**config.mk**
```make
export PLATFORM = sky130hd
export DESIGN_NAME = crc_arb_ctrl
export DESIGN_NICKNAME = d
export VERILOG_FILES = /design/src/rtl/crc_pkg.sv /design/src/rtl/crc_rr_arb.sv /design/src/rtl/crc_arb_ctrl.sv
export SDC_FILE = /design/constraint.sdc
export NUM_CORES = 1
export LEC_CHECK = 0
export CORE_MARGIN = 2
export CORE_UTILIZATION = 51
export DETAILED_ROUTE_END_ITERATION = 6
export PLACE_DENSITY = 0.84
export RECOVER_POWER = 50
export SLEW_MARGIN = 15
export SYNTH_ARGS = -nofsm -noshare
export SYNTH_HDL_FRONTEND = slang
export SYNTH_HIERARCHICAL = 1
export SYNTH_SLANG_ARGS = --single-unit
```
**constraint.sdc**
```tcl
create_clock -name CLK -period 6.5 [get_ports CLK]
set_clock_uncertainty 0.05 [all_clocks]
set_input_delay 1.3 -clock CLK [delete_from_list [all_inputs] [get_ports CLK]]
set_output_delay 1.3 -clock CLK [all_outputs]
set_load 0.01 [all_outputs]
```
**src/rtl/crc_pkg.sv**
```systemverilog
// Shared types and constants for the CRC arbitration controller.
package crc_pkg;

   localparam int CRC_DATA_WIDTH = 8;
   localparam int CLEAR_CYC      = 1;
   localparam int SHIFT_CYC      = 8;
   localparam int READ_CYC       = 8;

   typedef enum logic [2:0] {
      IDLE  = 3'd0,
      CLEAR = 3'd1,
      SHIFT = 3'd2,
      READ  = 3'd3,
      DONE  = 3'd4
   } crc_state_e;

endpackage

```
**src/rtl/crc_rr_arb.sv**
```systemverilog
// Two-way round-robin arbiter: the pointer picks the winner when both
// requesters are valid and moves to the other requester after each grant.
module crc_rr_arb (
   input  logic       CLK,
   input  logic       RST,
   input  logic [1:0] req,
   input  logic       advance,
   output logic [1:0] grant,
   output logic       ptr
);

   // Grant decode from the request vector and current pointer
   always_comb begin
      grant = 2'b00;
      case (req)
         2'b01:   grant = 2'b01;
         2'b10:   grant = 2'b10;
         2'b11:   grant = ptr ? 2'b10 : 2'b01;
         default: grant = 2'b00;
      endcase
   end

   // Pointer update: after a grant, favour the requester that did not win
   always_ff @(posedge CLK) begin
      if (RST) begin
         ptr <= 1'b0;
      end else if (advance && (grant != 2'b00)) begin
         ptr <= ~grant[1];
      end else begin
         ptr <= ptr;
      end
   end

endmodule

```
**src/rtl/crc_arb_ctrl.sv**
```systemverilog
// Arbitrates two byte sources onto a serial CRC engine: clears the engine,
// shifts the byte in LSB first, collects the serial CRC and presents it
// until the consumer accepts it.
module crc_arb_ctrl
   import crc_pkg::*;
#(
   parameter int DATA_WIDTH = CRC_DATA_WIDTH
) (
   input  logic                  CLK,
   input  logic                  RST,
   input  logic [1:0]            req_valid,
   input  logic [DATA_WIDTH-1:0] req_data0,
   input  logic [DATA_WIDTH-1:0] req_data1,
   output logic [1:0]            req_ready,
   output logic                  res_valid,
   output logic [DATA_WIDTH-1:0] res_crc,
   output logic                  res_id,
   input  logic                  res_ready,
   output logic                  eng_rst_n,
   output logic                  eng_data,
   output logic                  eng_active,
   output logic                  eng_enable,
   input  logic                  eng_crc,
   input  logic                  eng_valid
);

   localparam int CNT_W = (DATA_WIDTH > 1) ? $clog2(DATA_WIDTH) : 1;

   crc_state_e            state, state_nx;
   logic [CNT_W-1:0]      cnt, cnt_nx;
   logic [DATA_WIDTH-1:0] frame, frame_nx, crc_nx;
   logic                  id_nx;
   logic [1:0]            grant;
   logic                  arb_ptr;
   logic                  accept;
   logic                  unused_bits;

   // eng_valid is observed only; the pointer is exported for visibility
   assign unused_bits = eng_valid ^ arb_ptr;

   crc_rr_arb u_arb (
      .CLK     (CLK),
      .RST     (RST),
      .req     (req_valid),
      .advance (accept),
      .grant   (grant),
      .ptr     (arb_ptr)
   );

   // Acceptance happens only in IDLE and never while reset is asserted
   always_comb begin
      accept = (state == IDLE) && (req_valid != 2'b00) && !RST;
      if (accept) begin
         req_ready = grant;
      end else begin
         req_ready = 2'b00;
      end
   end

   // Next-state, counter, captured frame and collected CRC
   always_comb begin
      state_nx = state;
      cnt_nx   = cnt;
      frame_nx = frame;
      id_nx    = res_id;
      crc_nx   = res_crc;
      case (state)
         IDLE: begin
            if (accept) begin
               state_nx = CLEAR;
               cnt_nx   = {CNT_W{1'b0}};
               frame_nx = grant[1] ? req_data1 : req_data0;
               id_nx    = grant[1];
            end else begin
               state_nx = IDLE;
            end
         end
         CLEAR: begin
            if (cnt == CNT_W'(CLEAR_CYC - 1)) begin
               state_nx = SHIFT;
               cnt_nx   = {CNT_W{1'b0}};
            end else begin
               cnt_nx = cnt + CNT_W'(1);
            end
         end
         SHIFT: begin
            if (cnt == CNT_W'(SHIFT_CYC - 1)) begin
               state_nx = READ;
               cnt_nx   = {CNT_W{1'b0}};
            end else begin
               cnt_nx = cnt + CNT_W'(1);
            end
         end
         READ: begin
            crc_nx[cnt] = eng_crc;
            if (cnt == CNT_W'(READ_CYC - 1)) begin
               state_nx = DONE;
               cnt_nx   = {CNT_W{1'b0}};
            end else begin
               cnt_nx = cnt + CNT_W'(1);
            end
         end
         DONE: begin
            if (res_ready) begin
               state_nx = IDLE;
            end else begin
               state_nx = DONE;
            end
         end
         default: begin
            state_nx = IDLE;
            cnt_nx   = {CNT_W{1'b0}};
         end
      endcase
   end

   // State register and registered outputs decoded from the next state
   always_ff @(posedge CLK) begin
      if (RST) begin
         state      <= IDLE;
         cnt        <= {CNT_W{1'b0}};
         frame      <= {DATA_WIDTH{1'b0}};
         res_id     <= 1'b0;
         res_crc    <= {DATA_WIDTH{1'b0}};
         res_valid  <= 1'b0;
         eng_rst_n  <= 1'b0;
         eng_data   <= 1'b0;
         eng_active <= 1'b0;
         eng_enable <= 1'b0;
      end else begin
         state      <= state_nx;
         cnt        <= cnt_nx;
         frame      <= frame_nx;
         res_id     <= id_nx;
         res_crc    <= crc_nx;
         res_valid  <= (state_nx == DONE);
         eng_rst_n  <= (state_nx != CLEAR);
         eng_active <= (state_nx == SHIFT);
         eng_data   <= (state_nx == SHIFT) ? frame_nx[cnt_nx] : 1'b0;
         eng_enable <= (state_nx == READ);
      end
   end

endmodule

```
==> results of run 1 <==
## logic make-up after synthesis
| family | synth area share |
|---|---|
| multiplexers | 0.1340 |
| AND/OR/NAND/NOR | 0.2193 |
| adder cells (fa/ha/maj) | 0.02611 |
| flip-flops | 0.4038 |
| AO/OA/AOI/OAI | 0.1697 |
| XOR/XNOR | 0.006093 |
| buffers and inverters | 0.04090 |
## stage by stage
| step | worst slack (ns) | total power [mW] | util |
|---|---|---|---|
| 2_1_floorplan | 2.925 | 0.2409 | - |
| 3_3_place_gp | 1.855 | 0.2656 | 0.6722 |
| 3_5_place_dp | 1.761 | 0.2691 | 0.6722 |
| 4_1_cts | 1.762 | 0.4230 | 0.7036 |
| 5_1_grt | 0.9084 | 0.4397 | 0.6971 |
| 6_report | 1.098 | 0.4168 | 0.6971 |
## registers in the layout, summed over array words and instances, names as in the netlist
register and count:
frame 8, eng_active 1, eng_data 1, eng_enable 1
res_crc 8, u_arb/ptr 1, state 3, cnt 3
res_id 1, eng_rst_n 1, res_valid 1
## cell usage after synthesis (all sizes together), types with 2 or more instances
library cell  number
a211oi             6
a21boi             2
a21oi              8
a22oi              2
and2               3
buf                3
clkbuf             5
dfxtp             29
ha                 3
inv                5
mux2               2
mux2i             17
nand2              5
nand2b             4
nand3              4
nand3b             2
nor2              31
nor2b              7
nor3               9
o21a               2
o21ai              3
## layout make-up
| class | instances | share of cell area |
|---|---|---|
| Multi-Input combinational cell | 120 | 0.4152 |
| Sequential cell | 29 | 0.3073 |
| Timing Repair Buffer | 39 | 0.2020 |
| Clock buffer | 7 | 0.02914 |
| Tap cell | 31 | 0.02053 |
| Clock inverter | 1 | 0.01589 |
| Inverter | 5 | 0.009934 |
## critical path: cells and delay by family
kind | cells | cell delay, ns
buffers and inverters | 4 | 2.07
and+or+nand+nor | 3 | 0.68
## power groups by stage
stage	Combinational, mW	Sequential [mW]	Clock, mW
CTS	0.0729	0.192	0.158
detailed placement	0.0726	0.197	0
floorplan	0.0454	0.195	0
global route	0.0783	0.194	0.168
finish	0.0705	0.193	0.154
global placement	0.0696	0.196	0
## worst paths after layout
path,cells after the start,endpoint,from
worst max-delay path,7,req_ready[0],RST
worst min-delay path,2,frame[0],frame[0]
worst max register to register,8,eng_data,cnt[0]
worst min register to register,2,frame[0],frame[0]
## per-layer routing
| layer | track usage | vias to the layer above |
|---|---|---|
| met5 | 0 | - |
| met4 | 0.09967 | 0 |
| met3 | 0.08163 | 4 |
| met2 | 0.3793 | 32 |
| met1 | 0.2443 | 623 |
| li1 | - | 645 |
==> results.tsv, run 1 <==
metric	value	unit
placement_rows	19	
detail_route.wl_per_cell	13.48	um
tritoncts.num_buffers	5	
yosys.cell_types.count	39	
synth_area_per_cell	8.874	um^2
worstPathArrival	4.05	ns
multi_input_comb_area	784.5	um^2
maxCapViolations	0	
route.met2.wl	1.560	mm
dr.max_layer_used	met4	
cts_setup_buffers	0	
antenna_found_initial	0	
synth.yosys.warnings	6	
unrepaired_setup_endpoints_after_global_routing	false	
status	finished, final reports clean	
standard_cell_area_after_detailed_placement	0.001822	mm^2
place.gp.congestion	0.7918	
final_common_cell	sky130_fd_sc_hd__nor2_1	
postLayoutCellArea	0.001889	mm^2
p_clk_frac	0.369	
yosys-top-cells-area	sky130_fd_sc_hd__dfxtp_1, sky130_fd_sc_hd__mux2i_1, sky130_fd_sc_hd__nor2_1, sky130_fd_sc_hd__nor3_1, sky130_fd_sc_hd__nor2b_1	
power.density	220.6	mW/mm^2
synth_sequential_area_ratio	0.4038	
seqCellArea	580.6	um^2
final_cell_count_no_fill	232	
period_needed	5.402	ns
rrSetupSlack	4.05	ns
clock-sinks	29	
design.die.area	0.003260	mm^2
grt.overflow.total	0	
tritoncts	built	
core_area	0.002710	mm^2
first_pass_grt_wire_length	5.457	mm
drt-met1-wl	1.356	mm
finalHoldViolCount	0	
clk_pin_slew	0.09	ns
end_kind	primary output	
initial_core_util	0.5305	
final_cell_mix	sky130_fd_sc_hd__nor2_1, sky130_fd_sc_hd__clkdlybuf4s50_1, sky130_fd_sc_hd__dfxtp_1, sky130_fd_sc_hd__mux2i_1, sky130_fd_sc_hd__nor3_1	
num_antenna_cells	0	
route.detailed.drc	0	
ctsRootBufferMaster	sky130_fd_sc_hd__clkbuf_4	
dp_cells	224	
internal_power	0.3133	mW
synthesis.nets	188	
setup-tns-final	0	ns
final_nets	226	
worst_path_max_delay_cell	sky130_fd_sc_hd__clkbuf_1	
worst-endpoint-required	5.15	ns
ir_drop	240.2	uV
starting_drt_drc_count	37	
n_fill_cell	224	
io-pin-count	39	
clock_insertion_delay_worst_skew	0.33	ns
slowest_delay	0.88	ns
synthFlopType	sky130_fd_sc_hd__dfxtp_1	
area_growth_syn_to_layout	31.42	%
synth_top_cell_area_share	0.4038	
first_global_vias	1244	
relative_contribution_of_combinational_cells_to_total_power	0.169	
post_cts_hold_buffers	0	
criticalPathCategory	in -> out	
die_width	57.10	um
globalRouteTotalUtil	0.2214	
tightestPinTransition	1.206	ns
sequential_power_share	0.462	
post-route-period-util	0.8311	
synthDominantAreaCellType	sky130_fd_sc_hd__dfxtp_1	
portBuffers	37	
max_clock_freq	0.1851	GHz
finalWirelength	3.127	mm
netSwitchingPower	0.1035	mW
worst-path-max-fanout	28	
async_flop_share	0	
die_extent_in_y	57.10	um
post_drt_via_cell_ratio	5.621	
synth_seq_cells	29	
hold_slack	0.4156	ns
met3_wirelength	170	um
clk_path_buf_depth	2	
place_hpwl	2.325	mm
power_switching_share	0.2484	
vias	1304	
route.antenna.remaining_nets	0	
start_kind	input port	
h-tree-depth	2	
slew_violations	0	
post_synth_instance_area	0.001438	mm^2
setup_viol	0	
drt_pre_antenna_iters	4	
maxSlewHeadroom	0.1958	
cts_resized	0	
drive_gt1_frac	0.07960	
post_synth_edffs	0	
synth_cells	162	
crit_path_cell_trace	dlygate4sd3_1 -> clkbuf_1 -> nor2_1 -> nand3b_2 -> inv_2 -> and2_1 -> clkdlybuf4s50_1	
cellLeakagePower	0.7732	nW
grt_max_degree	29	
hp-class	reg -> reg	
(Power assumes the default switching activity.)
==> inputs of run 2 (changes only) <==
Settings changed: CORE_UTILIZATION 51 to 47, PLACE_DENSITY 0.84 to 0.78.
Clock period 6.5 ns to 5.1 ns, I/O delays scaled along.
==> run 2 against run 1 <==
Effect of this change: routed wire length fell by 3.5%; flip-flop and latch count unchanged; sequential share of layout area down 0.32 points; final cell count grew 0.86%; worst hold slack better by 0.019 ns; worst setup slack lost 0.033 ns; sequential power rose by 27%; utilization shrank 5.6 points.
==> results.tsv, run 2 (synthesis gave the netlist of run 1 again) <==
metric	value	unit
cellLeakagePower	0.7782	nW
worstPathArrival	2.96	ns
detail_route.wl_per_cell	12.90	um
start_kind	input port	
route.detailed.drc	0	
max_clock_freq	0.2479	GHz
standard_cell_area_after_detailed_placement	0.001824	mm^2
tightestPinTransition	1.161	ns
starting_drt_drc_count	47	
area_growth_syn_to_layout	32.81	%
worst-path-max-fanout	15	
layout_top_registers	frame x8, res_crc x8	
final_nets	226	
place.gp.congestion	0.7900	
drt-met1-wl	1.266	mm
globalRouteTotalUtil	0.1990	
route.antenna.remaining_nets	0	
vias	1249	
crit_path_cell_trace	dlygate4sd3_1 -> nor2_1 -> nand3b_2 -> inv_2 -> and2_1 -> clkdlybuf4s50_1	
slowest_delay	0.56	ns
worstPathBufferInverterCount	3	
clk_pin_slew	0.09	ns
met3_wirelength	117	um
end_kind	primary output	
postLayoutCoreUtil	0.6412	
clock_insertion_delay_worst_skew	0.34	ns
maxSlewHeadroom	0.2259	
period_needed	4.035	ns
clock-sinks	29	
hp-class	reg -> reg	
status	finished, final reports clean	
h-tree-depth	2	
place_hpwl	2.284	mm
grt_max_degree	28	
cts_setup_buffers	0	
power.density	299.1	mW/mm^2
placement_rows	20	
dp_cells	226	
die_width	59.31	um
ir_drop	186.0	uV
slew_violations	0	
maxCapViolations	0	
cts_resized	0	
post_drt_via_cell_ratio	5.338	
postLayoutCellArea	0.001909	mm^2
finalHoldViolCount	0	
worst_path_max_delay_cell	sky130_fd_sc_hd__dlygate4sd3_1	
post-route-period-util	0.7911	
unrepaired_setup_endpoints_after_global_routing	false	
tritoncts	built	
tritoncts.num_buffers	5	
design.die.area	0.003517	mm^2
core_area	0.002978	mm^2
cpLargestDelayFamily	buffers and inverters	
setup_viol	0	
num_antenna_cells	0	
portBuffers	37	
ctsRootBufferMaster	sky130_fd_sc_hd__clkbuf_4	
setup-tns-final	0	ns
antenna_found_initial	0	
drive_gt1_frac	0.08458	
clk_path_buf_depth	2	
dr.max_layer_used	met4	
die_extent_in_y	59.31	um
first_global_vias	1252	
route.met2.wl	1.572	mm
first_pass_grt_wire_length	5.181	mm
worst-endpoint-required	4.03	ns
drt_pre_antenna_iters	4	
io-pin-count	39	
grt.overflow.total	0	
finalWirelength	3.018	mm
criticalPathCategory	in -> out	
post_cts_hold_buffers	0	
final_cell_count_no_fill	234	
initial_core_util	0.4828	
final_cell_mix	sky130_fd_sc_hd__nor2_1, sky130_fd_sc_hd__clkdlybuf4s50_1, sky130_fd_sc_hd__dfxtp_1, sky130_fd_sc_hd__mux2i_1, sky130_fd_sc_hd__nor3_1	
[run 2: cell count changes in the layout (fill, tap and decap cells not counted), sizes merged]
| cell | change |
|---|---|
| clkbuf | -2 |
| bufinv | +1 |
| clkdlybuf4s50 | +1 |
| clkinv | +1 |
| dlygate4sd3 | -1 |
[run 2: worst paths after layout]
check           start      endpoint  slack (ns)  depth (start not counted)
max               RST  req_ready[1]        1.07                          6
min          frame[0]      frame[0]        0.43                          2
max reg2reg    cnt[0]      eng_data        2.61                          8
min reg2reg  frame[0]      frame[0]        0.43                          2
[run 2: routing by layer]
metal	global-route usage	vias up
li1	-	642
met1	0.2259	582
met2	0.3375	19
met3	0.05240	6
met4	0.1071	0
met5	0	-
[run 2: worst min-delay path: cells and delay by family, from the launching register on]
kind | cells | cell delay (ns)
AND/OR/NAND/NOR | 1 | 0.06
flip-flops | 1 | 0.33
AO/OA/AOI/OAI | 1 | 0.05
[run 2: power by group]
part	internal [mW]	switching (mW)	leakage [nW]
clock network	0.152	0.0858	0.0552
registers	0.237	0.00743	0.236
logic	0.0448	0.0439	0.487
[run 2: cell type report]
class | count | area [um^2]
Fill cell | 251 | 1069
Multi-Input combinational cell | 120 | 784.5
Sequential cell | 29 | 580.6
Timing Repair Buffer | 39 | 381.6
Clock inverter | 3 | 65.06
Tap cell | 33 | 41.29
Clock buffer | 5 | 37.54
Inverter | 5 | 18.77
[run 2: through the flow]
stage          total power, mW  setup slack, ns  hold WS (ns)
6_report                0.5710            1.065        0.4347
5_1_grt                 0.5990           0.9547        0.4686
4_1_cts                 0.5804            1.098        0.4382
3_5_place_dp            0.3419            1.092        0.4251
3_3_place_gp            0.3392            1.125        0.3881
2_1_floorplan           0.3070            2.085        0.3816
